--- config.mk ---
export PLATFORM = sky130hd
export DESIGN_NAME = lc2k_control_fsm_flat
export DESIGN_NICKNAME = d
export VERILOG_FILES = /design/src/rtl/lc2k_pkg.sv /design/src/rtl/lc2k_control_fsm_if.sv /design/src/rtl/lc2k_perf_counters.sv /design/src/rtl/lc2k_control_fsm.sv /design/src/flat_wrapper.sv
export SDC_FILE = /design/constraint.sdc
export NUM_CORES = 1
export LEC_CHECK = 0
export BUFFER_PORTS_ARGS = -buffer_cell sky130_fd_sc_hd__buf_2
export CAP_MARGIN = 5
export CORE_AREA = 4 4 41 43
export CTS_CLUSTER_SIZE = 28
export DETAILED_ROUTE_END_ITERATION = 10
export DIE_AREA = 0 0 45 47
export GPL_TIMING_DRIVEN = 0
export PLACE_DENSITY = 0.69
export SETUP_SLACK_MARGIN = 0.05
export SYNTH_ARGS = -nofsm -noshare
export SYNTH_HDL_FRONTEND = slang
export SYNTH_HIERARCHICAL = 1
export SYNTH_SLANG_ARGS = --single-unit
--- constraint.sdc ---
create_clock -name clk -period 1.8 [get_ports clk]
set_clock_uncertainty 0.1 [all_clocks]
set_input_delay 0.09 -clock clk [delete_from_list [all_inputs] [get_ports clk]]
set_output_delay 0.09 -clock clk [all_outputs]
set_load 0.01 [all_outputs]
--- src/rtl/lc2k_pkg.sv ---
// rtl/lc2k_pkg.sv - LC2K opcode, ALU op, control state and mux-select encodings
package lc2k_pkg;

  typedef enum logic [2:0] {
    OP_ADD  = 3'd0,
    OP_NOR  = 3'd1,
    OP_LW   = 3'd2,
    OP_SW   = 3'd3,
    OP_BEQ  = 3'd4,
    OP_JALR = 3'd5,
    OP_HALT = 3'd6,
    OP_NOOP = 3'd7
  } opcode_e;

  localparam logic [1:0] ALU_ADD = 2'b00;
  localparam logic [1:0] ALU_NOR = 2'b01;
  localparam logic [1:0] ALU_EQ  = 2'b10;

  typedef enum logic [2:0] {
    ST_FETCH,
    ST_DECODE,
    ST_EXEC,
    ST_MEM_RD,
    ST_MEM_WR,
    ST_WB,
    ST_JALR,
    ST_HALTED
  } state_e;

  localparam logic [1:0] PC_SRC_INC  = 2'b00;
  localparam logic [1:0] PC_SRC_ALU  = 2'b01;
  localparam logic [1:0] PC_SRC_REGA = 2'b10;

  localparam logic [1:0] WB_ALU = 2'b00;
  localparam logic [1:0] WB_MEM = 2'b01;
  localparam logic [1:0] WB_PC  = 2'b10;

endpackage

--- src/rtl/lc2k_control_fsm_if.sv ---
// rtl/lc2k_control_fsm_if.sv - memory request/ready handshake between control unit and memory
interface lc2k_control_fsm_if;

  logic memReq;
  logic memWe;
  logic memAddrSel;
  logic memReady;

  modport master (output memReq, output memWe, output memAddrSel, input memReady);
  modport slave  (input memReq, input memWe, input memAddrSel, output memReady);

endinterface

--- src/rtl/lc2k_perf_counters.sv ---
// rtl/lc2k_perf_counters.sv - cycle and retired-instruction counters (present only with LC2K_PERF_CNT_EN)
`ifdef LC2K_PERF_CNT_EN
module lc2k_perf_counters (
  input  logic        clk,
  input  logic        rst_n,
  input  logic        count_en,
  input  logic        retire,
  output logic [31:0] cycleCount,
  output logic [31:0] instrCount
);

  always_ff @(posedge clk or negedge rst_n) begin
    if (!rst_n) begin
      cycleCount <= 32'd0;
      instrCount <= 32'd0;
    end else begin
      if (count_en) cycleCount <= cycleCount + 32'd1;
      if (retire)   instrCount <= instrCount + 32'd1;
    end
  end

endmodule
`endif

--- src/rtl/lc2k_control_fsm.sv ---
// rtl/lc2k_control_fsm.sv - LC2K multicycle control FSM; LC2K_PERF_CNT_EN adds cycle/instruction counters
module lc2k_control_fsm
  import lc2k_pkg::*;
(
  input  logic                      clk,
  input  logic                      rst_n,
  input  logic [2:0]                opcode,
  input  logic [2:0]                regAField,
  input  logic [2:0]                regBField,
  input  logic                      CONTROL_BEQ,
  output logic [1:0]                CONTROL_OPERATION,
  lc2k_control_fsm_if.master        mem,
  output logic                      aluSrcASel,
  output logic                      aluSrcBSel,
  output logic                      irWrite,
  output logic                      pcWrite,
  output logic [1:0]                pcSrcSel,
  output logic                      regWrite,
  output logic                      regDstSel,
  output logic [1:0]                wbSel,
  output logic                      halted,
  output logic                      instrRetired
`ifdef LC2K_PERF_CNT_EN
  ,
  output logic [31:0]               cycleCount,
  output logic [31:0]               instrCount
`endif
);

  state_e  state;
  state_e  state_next;
  opcode_e op;

  assign op = opcode_e'(opcode);

  always_ff @(posedge clk or negedge rst_n) begin
    if (!rst_n) state <= ST_FETCH;
    else        state <= state_next;
  end

  // Outputs are forced low while rst_n is asserted so an in-flight request drops immediately.
  always_comb begin
    state_next        = state;
    CONTROL_OPERATION = ALU_ADD;
    aluSrcASel        = 1'b0;
    aluSrcBSel        = 1'b0;
    mem.memReq        = 1'b0;
    mem.memWe         = 1'b0;
    mem.memAddrSel    = 1'b0;
    irWrite           = 1'b0;
    pcWrite           = 1'b0;
    pcSrcSel          = PC_SRC_INC;
    regWrite          = 1'b0;
    regDstSel         = 1'b0;
    wbSel             = WB_ALU;
    halted            = 1'b0;
    instrRetired      = 1'b0;
    if (rst_n) begin
      case (state)
        ST_FETCH: begin
          mem.memReq = 1'b1;
          if (mem.memReady) begin
            irWrite    = 1'b1;
            pcWrite    = 1'b1;
            state_next = ST_DECODE;
          end
        end
        ST_DECODE: begin
          // ALUOut captures PC+1+offset here so beq can use it as its target.
          aluSrcASel = 1'b1;
          aluSrcBSel = 1'b1;
          case (op)
            OP_ADD, OP_NOR, OP_LW, OP_SW, OP_BEQ: state_next = ST_EXEC;
            OP_JALR: state_next = ST_JALR;
            OP_HALT: begin
              instrRetired = 1'b1;
              state_next   = ST_HALTED;
            end
            default: begin
              instrRetired = 1'b1;
              state_next   = ST_FETCH;
            end
          endcase
        end
        ST_EXEC: begin
          case (op)
            OP_ADD: state_next = ST_WB;
            OP_NOR: begin
              CONTROL_OPERATION = ALU_NOR;
              state_next        = ST_WB;
            end
            OP_LW: begin
              aluSrcBSel = 1'b1;
              state_next = ST_MEM_RD;
            end
            OP_SW: begin
              aluSrcBSel = 1'b1;
              state_next = ST_MEM_WR;
            end
            OP_BEQ: begin
              CONTROL_OPERATION = ALU_EQ;
              if (CONTROL_BEQ) begin
                pcWrite  = 1'b1;
                pcSrcSel = PC_SRC_ALU;
              end
              instrRetired = 1'b1;
              state_next   = ST_FETCH;
            end
            default: state_next = ST_FETCH;
          endcase
        end
        ST_MEM_RD: begin
          mem.memReq     = 1'b1;
          mem.memAddrSel = 1'b1;
          if (mem.memReady) state_next = ST_WB;
        end
        ST_MEM_WR: begin
          mem.memReq     = 1'b1;
          mem.memWe      = 1'b1;
          mem.memAddrSel = 1'b1;
          if (mem.memReady) begin
            instrRetired = 1'b1;
            state_next   = ST_FETCH;
          end
        end
        ST_WB: begin
          regWrite = 1'b1;
          if (op == OP_LW) begin
            wbSel     = WB_MEM;
            regDstSel = 1'b1;
          end
          instrRetired = 1'b1;
          state_next   = ST_FETCH;
        end
        ST_JALR: begin
          // Equal registers: the link is written but PC keeps PC+1 from fetch.
          regWrite  = 1'b1;
          regDstSel = 1'b1;
          wbSel     = WB_PC;
          if (regAField != regBField) begin
            pcWrite  = 1'b1;
            pcSrcSel = PC_SRC_REGA;
          end
          instrRetired = 1'b1;
          state_next   = ST_FETCH;
        end
        ST_HALTED: halted = 1'b1;
        default:   state_next = ST_FETCH;
      endcase
    end
  end

`ifdef LC2K_PERF_CNT_EN
  lc2k_perf_counters u_perf (
    .clk        (clk),
    .rst_n      (rst_n),
    .count_en   (!halted),
    .retire     (instrRetired),
    .cycleCount (cycleCount),
    .instrCount (instrCount)
  );
`endif

endmodule
--- src/flat_wrapper.sv ---
// flat-port wrapper written by rule: the top's interface ports become plain ports
module lc2k_control_fsm_flat import lc2k_pkg::*;
  (clk, rst_n, opcode, regAField, regBField, CONTROL_BEQ, CONTROL_OPERATION, aluSrcASel, aluSrcBSel, irWrite, pcWrite, pcSrcSel, regWrite, regDstSel, wbSel, halted, instrRetired, mem_memReq, mem_memWe, mem_memAddrSel, mem_memReady);
  lc2k_control_fsm_if mem_i ();
  input  logic clk;
  input  logic rst_n;
  input  logic [2:0] opcode;
  input  logic [2:0] regAField;
  input  logic [2:0] regBField;
  input  logic CONTROL_BEQ;
  output logic [1:0] CONTROL_OPERATION;
  output logic aluSrcASel;
  output logic aluSrcBSel;
  output logic irWrite;
  output logic pcWrite;
  output logic [1:0] pcSrcSel;
  output logic regWrite;
  output logic regDstSel;
  output logic [1:0] wbSel;
  output logic halted;
  output logic instrRetired;
  output wire logic [$bits(mem_i.memReq)-1:0] mem_memReq;
  output wire logic [$bits(mem_i.memWe)-1:0] mem_memWe;
  output wire logic [$bits(mem_i.memAddrSel)-1:0] mem_memAddrSel;
  input wire logic [$bits(mem_i.memReady)-1:0] mem_memReady;
  assign mem_memReq = mem_i.memReq;
  assign mem_memWe = mem_i.memWe;
  assign mem_memAddrSel = mem_i.memAddrSel;
  assign mem_i.memReady = mem_memReady;
  lc2k_control_fsm u_core (.clk(clk), .rst_n(rst_n), .opcode(opcode), .regAField(regAField), .regBField(regBField), .CONTROL_BEQ(CONTROL_BEQ), .CONTROL_OPERATION(CONTROL_OPERATION), .mem(mem_i), .aluSrcASel(aluSrcASel), .aluSrcBSel(aluSrcBSel), .irWrite(irWrite), .pcWrite(pcWrite), .pcSrcSel(pcSrcSel), .regWrite(regWrite), .regDstSel(regDstSel), .wbSel(wbSel), .halted(halted), .instrRetired(instrRetired));
endmodule
==> impl_metrics.json, run 1 <==
{
  "ys_ff_latch": 3,
  "drt_iter0_drc": 18,
  "route.detailed.drc": 0,
  "num_io_pins": 30,
  "leakage_nw": 0.349,
  "yosysSeqAreaShare_pct": 14.1,
  "fin_cells": 124,
  "clkTransAtPathRegs_ns": 0.04,
  "power_density_nw_per_um2": 1160,
  "path_buf_inv": 2,
  "portBuffers": 26,
  "dieHeight_um": 47,
  "area_delta_synth_final_pct": 39.8,
  "synthArstFlopShare_pct": 100,
  "grt_max_degree": 11,
  "fin_crit_ns": 1.74,
  "grt_pass1_vias": 587,
  "largest_reg_flops": 3,
  "synthTopCellsByArea": "dfrtp_1 (14%), a21oi_1 (7.5%), xnor2_1 (6.6%), nand2b_1 (5.9%), nor2_1 (4.9%)",
  "worst_pin_slew_ns": 0.388,
  "placed_cells": 118,
  "slowest_stage": "dfrtp_1",
  "clk_path_buf_depth": 2,
  "hold_ws_ns": 0.149,
  "post_synth_num_cell_types": 34,
  "htree_levels": 1,
  "cts_buffers": 3,
  "finalSetupViolCount": 0,
  "rsz0062_at_grt": "true",
  "drt-total-wl_um": 1560,
  "required_ns": 1.61,
  "reg_top3": "u_core/state x3",
  "ir_drop_uv": 479,
  "grt_pass1_wl_um": 2630,
  "cp_cell_sequence": "buf_4 -> nand2b_2 -> or3_1 -> a21oi_1 -> buf_2",
  "top_register": "u_core/state",
  "drtPass1Iterations": 4,
  "drv_cap": 0,
  "fillers": 131,
  "finalHoldViolCount": 0,
  "gp_congestion": 0.855,
  "wl_per_cell_um": 12.6,
  "netlist_instances": 77,
  "clk_latency_ns": 0.23,
  "die_w_um": 45,
  "max_stage_delay_ns": 0.35,
  "core_region_area_um2": 1300,
  "clkSinkCount": 3,
  "yosys-top-cells-count": "a21oi_1 (8), nor2_1 (7), nand2b_1 (5)",
  "crit_path_end_kind": "output port",
  "synth.largest_area_cell": "dfrtp_1",
  "status": "complete, no violations",
  "syn_avg_cell_area_um2": 6.91,
  "grt-ovfl-total": 0,
  "startpoint_type": "flop",
  "cp_max_fo": 9,
  "ant_nets": 0,
  "vias_per_cell": 5.35,
  "yosysMostFrequentCell": "a21oi_1",
  "crit_type": "reg -> out",
  "dp_hpwl_um": 1150,
  "diodes": 0,
  "cts.root.buffer_cell": "clkbuf_4",
  "vias": 663,
  "dieArea_um2": 2120,
  "crit_family": "simple AND/OR/NAND/NOR gates",
  "clock.fmax_ghz": 0.575,
  "yosysWarnings": 6,
  "syn_area_um2": 532,
  "grt_use_total_pct": 16.0,
  "fp-row-count": 13,
  "slew_headroom_pct": 74.1,
  "synth-edff-count": 0,
  "netlist.area_leader.share_pct": 14.1,
  "antenna_found_initial": 0,
  "ys.flop_type": "dfrtp_1",
  "nets": 123,
  "fin_crit_sh_pct": 96.6,
  "cts_tree": "done",
  "start_util_pct": 40.9,
  "drive_above_1_share_pct": 39.4,
  "arrival_ns": 1.55,
  "min_path_type": "in -> async",
  "slew_violations": 0,
  "synth_fp_nets": 90
}
final timing paths:
check | from | end | slack (ns) | cells past startpoint
max reg2reg | u_core/state[0] | u_core/state[1] | 0.37 | 5
max in group asynchronous | rst_n | u_core/state[2] | 1.29 | 2
min reg2reg | u_core/state[2] | u_core/state[0] | 0.61 | 3
max | u_core/state[1] | regDstSel | 0.06 | 5
min in group clk | opcode[2] | u_core/state[2] | 0.23 | 4
min | rst_n | u_core/state[0] | 0.15 | 2
routing by layer:
metal | wire length (um) | vias to the layer above | global-route usage (%)
li1 | - | 345 | -
met1 | 685 | 303 | 21.4
met2 | 794 | 15 | 28.8
met3 | 78 | 0 | 1.15
met4 | 0 | 0 | 1.75
met5 | 0 | - | 0
final cells by class:
cell class / instances / area [um^2] / share of cell area (%)
buffer: 8 / 40.0 / 5.39
clock buffer: 4 / 26.3 / 3.54
inverter: 1 / 3.75 / 0.505
multi-input combinational: 65 / 432 / 58.1
sequential: 3 / 75.1 / 10.1
tap: 15 / 18.8 / 2.53
timing repair buffer: 28 / 148 / 19.9
stage by stage:
step	power (mW)	util [%]	instance area [um^2]	setup TNS (ns)	setup slack, ns
after floorplan	0.550	-	532	0	0.371
after global placement	0.698	52.3	681	0	0.267
after detailed placement	0.710	52.3	681	0	0.260
after CTS	0.860	56.5	736	0	0.0520
after global routing	0.943	57.1	743	-0.0105	-0.0105
final	0.859	57.1	743	0	0.0617
layout by cell type (no fill, tap or decap), drive strengths merged, types with 4 or more instances in the layout:
cell	n
buf	33
a21oi	8
nor2	7
nand2b	6
clkbuf	6
nand2	4
xnor2	4
nor2b	4
o21ai	4
worst reg2reg max path: stages (launching register included):
cell      delay (ns)
dfrtp_1         0.41
nand2b_4        0.18
buf_4           0.16
nor3_1          0.16
nor2_1          0.09
o31ai_1         0.23
what timing repair did:
item,4_1_cts,5_1_grt
setup buffers,1,0
endpoints found under the setup margin,2,4
hold buffers,1,0
pin swaps,0,1
hold endpoints to repair,3,0
gates resized for setup,2,3
power breakdown:
part           switching [mW]  internal (mW)
clock                  0.0353         0.0831
sequential             0.0288         0.0986
combinational           0.360          0.254
total                   0.424          0.435
cells by family (layout without fill, tap and decap cells):
kind of cell    after synthesis  in the layout  synth area share (%)
flops                         3              3                  14.1
mux                           1              1                  2.12
simple gates                 37             37                  41.4
compound gates               23             23                  27.8
xor+xnor                      4              4                  6.59
buf+inv                       9             41                  8.00
No activity file was read; power rests on OpenSTA's default activity.
==> run 2, diff against run 1 <==
--- a/config.mk
+++ b/config.mk
@@ -7,10 +7,10 @@
 export LEC_CHECK = 0
 export BUFFER_PORTS_ARGS = -buffer_cell sky130_fd_sc_hd__buf_2
 export CAP_MARGIN = 5
-export CORE_AREA = 4 4 41 43
+export CORE_AREA = 2 2 39 41
 export CTS_CLUSTER_SIZE = 28
 export DETAILED_ROUTE_END_ITERATION = 10
-export DIE_AREA = 0 0 45 47
+export DIE_AREA = 0 0 41 43
 export GPL_TIMING_DRIVEN = 0
 export PLACE_DENSITY = 0.69
 export SETUP_SLACK_MARGIN = 0.05
==> impl_metrics.json, run 2 (synthesis results as in run 1) <==
{
  "status": "complete, no violations",
  "clkSinkCount": 3,
  "cts_buffers": 3,
  "grt-ovfl-total": 0,
  "startpoint_type": "flop",
  "diodes": 0,
  "fin_crit_sh_pct": 93.5,
  "fillers": 133,
  "rsz0062_at_grt": "true",
  "grt_max_degree": 11,
  "arrival_ns": 1.49,
  "finalSetupViolCount": 0,
  "die_w_um": 41,
  "portBuffers": 26,
  "finalHoldViolCount": 0,
  "largest_reg_flops": 3,
  "worst_pin_slew_ns": 0.359,
  "dieArea_um2": 1760,
  "drt-total-wl_um": 1540,
  "fin_crit_ns": 1.68,
  "dieHeight_um": 43,
  "slowest_stage": "dfrtp_1",
  "gp_congestion": 0.835,
  "slew_violations": 0,
  "nets": 124,
  "start_util_pct": 38.4,
  "vias_per_cell": 5.24,
  "fin_util_pct": 56.4,
  "fin_tns_setup_ns": 0,
  "r2r_slack_ns": 0.39,
  "fin_cells": 126,
  "clock.fmax_ghz": 0.594,
  "dp_hpwl_um": 1100,
  "cts.root.buffer_cell": "clkbuf_4",
  "top_register": "u_core/state",
  "dpl_worst_slack_ns": 0.266,
  "clk_path_buf_depth": 2,
  "drv_cap": 0,
  "reg_top3": "u_core/state x3",
  "required_ns": 1.61,
  "cp_cell_sequence": "buf_6 -> nand2b_4 -> buf_4 -> a311oi_4 -> or3_1 -> buf_2",
  "grt_use_total_pct": 17.2,
  "wl_per_cell_um": 12.2,
  "antenna_found_initial": 0,
  "area_delta_synth_final_pct": 46.8,
  "final_area_um2": 781,
  "crit_path_end_kind": "output port",
  "leakage_nw": 0.363,
  "ant_nets": 0,
  "grt_pass1_vias": 521,
  "route.detailed.drc": 0,
  "fp-row-count": 14,
  "core_region_area_um2": 1380,
  "path_buf_inv": 3,
  "placed_cells": 119,
  "drtPass1Iterations": 4,
  "fin_ws_ns": 0.116,
  "htree_levels": 1,
  "crit_family": "simple AND/OR/NAND/NOR gates",
  "layout_common_cells": "buf_2 (30), a21oi_1 (8), nor2_1 (7)",
  "power_density_nw_per_um2": 1160,
  "crit_type": "reg -> out",
  "num_io_pins": 30,
  "clk_latency_ns": 0.23,
  "grt_pass1_wl_um": 2170,
  "max_stage_delay_ns": 0.36,
  "drive_above_1_share_pct": 41.8,
  "placed_cell_area_um2": 682,
  "clkTransAtPathRegs_ns": 0.04,
  "min_path_type": "in -> async",
  "drt_iter0_drc": 21,
  "vias": 660,
  "cp_max_fo": 8,
  "cts_tree": "done",
  "slew_headroom_pct": 76.1,
  "ir_drop_uv": 567,
  "layout.cells.most_common": "buf_2"
}
[run 2: cell count changes in the layout (fill, tap and decap cells not counted)]
| cell | before | now |
|---|---|---|
| a311oi_2 | 1 | 0 |
| a311oi_4 | 0 | 1 |
| buf_6 | 0 | 1 |
| dfrtp_1 | 3 | 2 |
| dfrtp_2 | 0 | 1 |
| nand2b_1 | 4 | 3 |
| nand2b_2 | 1 | 0 |
| nand2b_4 | 1 | 3 |
[run 2: timing repair]
item	CTS	global route
endpoints found under the hold margin	3	0
pin swaps	0	2
setup endpoints to repair	2	3
hold buffers	1	0
buffers inserted	1	1
resized for setup	0	10
[run 2: final timing paths]
path / start / cells after the start / to
worst min register to register: u_core/state[2] / 3 / u_core/state[2]
worst max register to register: u_core/state[0] / 5 / u_core/state[1]
max in group asynchronous: rst_n / 2 / u_core/state[0]
min in group clk: opcode[2] / 4 / u_core/state[2]
worst max-delay path: u_core/state[1] / 6 / pcWrite
worst min-delay path: rst_n / 2 / u_core/state[1]
[run 2: stage by stage]
step / power, mW / hold slack, ns
final: 0.905 / 0.148
after global routing: 0.982 / 0.169
after CTS: 0.833 / 0.146
after detailed placement: 0.702 / -0.192
after global placement: 0.697 / -0.194
after floorplan: 0.550 / -0.306
[run 2: area by class of cell]
class	instances	area, um^2	share of cell area (%)
buffer	8	43.8	5.61
inverter	1	3.75	0.481
sequential	3	76.3	9.78
tap	16	20.0	2.56
clock buffer	4	26.3	3.37
multi-input combinational	65	455	58.3
timing repair buffer	29	155	19.9
[run 2: power by group]
part           internal (mW)  switching, mW
clock network         0.0829         0.0326
logic                  0.287          0.366
registers              0.101         0.0355
total                  0.471          0.434
[run 2: routing by layer]
metal	part of all wire [%]	track usage, %	up-vias	routed length, um
met5	0	0	-	0
li1	-	-	348	-
met3	2.5	3.14	0	38
met1	42	21.4	302	648
met4	0	4.00	0	0
met2	55	29.1	10	854
[run 2: worst reg2reg max path, cell delays in order (launching register included)]
cell      delay [ns]
dfrtp_2         0.44
nand2b_4        0.17
buf_4           0.16
nor3_1          0.17
nor2_1          0.08
o31ai_1         0.21
==> run 3, diff against run 2 <==
--- a/config.mk
+++ b/config.mk
@@ -12,7 +12,7 @@
 export DETAILED_ROUTE_END_ITERATION = 10
 export DIE_AREA = 0 0 41 43
 export GPL_TIMING_DRIVEN = 0
-export PLACE_DENSITY = 0.69
+export PLACE_DENSITY = 0.76
 export SETUP_SLACK_MARGIN = 0.05
 export SYNTH_ARGS = -nofsm -noshare
 export SYNTH_HDL_FRONTEND = slang
==> impl_metrics.json, run 3 (synthesis results as in run 1) <==
{
  "placed_cells": 119,
  "route.detailed.drc": 0,
  "clk_latency_ns": 0.23,
  "area_delta_synth_final_pct": 43.5,
  "r2r_slack_ns": 0.33,
  "worst_pin_slew_ns": 0.418,
  "wl_per_cell_um": 12.7,
  "drv_cap": 0,
  "largest_reg_flops": 3,
  "htree_levels": 1,
  "cts.root.buffer_cell": "clkbuf_4",
  "rsz0062_at_grt": "false",
  "grt_max_degree": 11,
  "reg_top3": "u_core/state x3",
  "clock.fmax_ghz": 0.585,
  "dieArea_um2": 1760,
  "portBuffers": 26,
  "layout.cells.most_common": "buf_2",
  "ir_drop_uv": 436,
  "start_util_pct": 38.4,
  "slew_headroom_pct": 72.1,
  "startpoint_type": "flop",
  "die_w_um": 41,
  "nets": 124,
  "dp_hpwl_um": 1150,
  "slew_violations": 0,
  "num_io_pins": 30,
  "leakage_nw": 0.360,
  "drive_above_1_share_pct": 40.9,
  "grt-ovfl-total": 0,
  "clk_path_buf_depth": 2,
  "top_register": "u_core/state",
  "finalSetupViolCount": 0,
  "cts_buffers": 3,
  "crit_path_end_kind": "output port",
  "cp_max_fo": 5,
  "ant_nets": 0,
  "grt_pass1_wl_um": 2330,
  "grt_use_total_pct": 17.9,
  "power_density_nw_per_um2": 1190,
  "gp_congestion": 0.815,
  "r2r-end": "u_core/state[1]",
  "fin_tns_setup_ns": 0,
  "fin_crit_sh_pct": 95.0,
  "min_path_type": "in -> async",
  "diodes": 0,
  "finalHoldViolCount": 0,
  "status": "complete, no violations",
  "arrival_ns": 1.52,
  "grt_pass1_vias": 570,
  "fin_ws_ns": 0.0894,
  "antenna_found_initial": 0,
  "reg2reg_depth": 5,
  "fp-row-count": 14,
  "core_region_area_um2": 1380,
  "cts_tree": "done",
  "crit_type": "reg -> out",
  "drtPass1Iterations": 4,
  "clkSinkCount": 3,
  "layout_common_cells": "buf_2 (30), a21oi_1 (8), nor2_1 (7)",
  "fin_cells": 126,
  "dpl_worst_slack_ns": 0.271,
  "vias_per_cell": 5.67,
  "fin_util_pct": 55.2,
  "drt-total-wl_um": 1600,
  "drt_iter0_drc": 25,
  "dieHeight_um": 43,
  "clkTransAtPathRegs_ns": 0.04,
  "fin_crit_ns": 1.71,
  "vias": 714,
  "required_ns": 1.61,
  "reg2reg_from": "u_core/state[0]"
}
## run 3: what timing repair did
action | in CTS | in global routing
hold buffers | 1 | 0
endpoints found under the hold margin | 3 | 0
buffers inserted | 1 | 1
gates resized for setup | 0 | 8
pin swaps | 0 | 1
endpoints found under the setup margin | 1 | 5
## run 3: area by class of cell
cell class / count / area (um^2)
fill: 131 / 621
multi-input combinational: 65 / 438
timing repair buffer: 29 / 155
sequential: 3 / 76.3
buffer: 8 / 43.8
clock buffer: 4 / 26.3
tap: 16 / 20.0
inverter: 1 / 3.75
## run 3: how the worst max path moves through the flow
stage,start,to,slack [ns]
4_1_cts,u_core/state[1],regDstSel,0.05
6_report,u_core/state[2],pcWrite,0.09
2_1_floorplan,u_core/state[1],pcWrite,0.37
3_5_place_dp,u_core/state[1],pcWrite,0.27
3_3_place_gp,u_core/state[1],pcWrite,0.27
5_1_grt,u_core/state[2],pcWrite,0.03
## run 3: per-stage QoR
stage / total power [mW] / hold WS [ns] / cell area, um^2
after global routing: 0.987 / 0.190 / 763
after floorplan: 0.550 / -0.306 / 532
after global placement: 0.693 / -0.193 / 682
final: 0.906 / 0.153 / 763
after detailed placement: 0.704 / -0.192 / 682
after CTS: 0.837 / 0.148 / 726
## run 3: critical path, cell delays in order (launching register included)
cell	delay, ns
dfrtp_1	0.40
nand2b_4	0.17
nor4_4	0.05
and3_4	0.18
or3_1	0.35
buf_2	0.14
## run 3: power breakdown
group / internal [mW] / switching, mW / total (mW)
clock: 0.0830 / 0.0334 / 0.116
sequential: 0.101 / 0.0360 / 0.137
combinational: 0.285 / 0.368 / 0.652
total: 0.469 / 0.437 / 0.906
## run 3: per-layer routing
metal	GRT usage, %	wire, um
met4	6.67	0
met5	0	0
met2	27.8	794
met3	0	149
met1	25.6	653
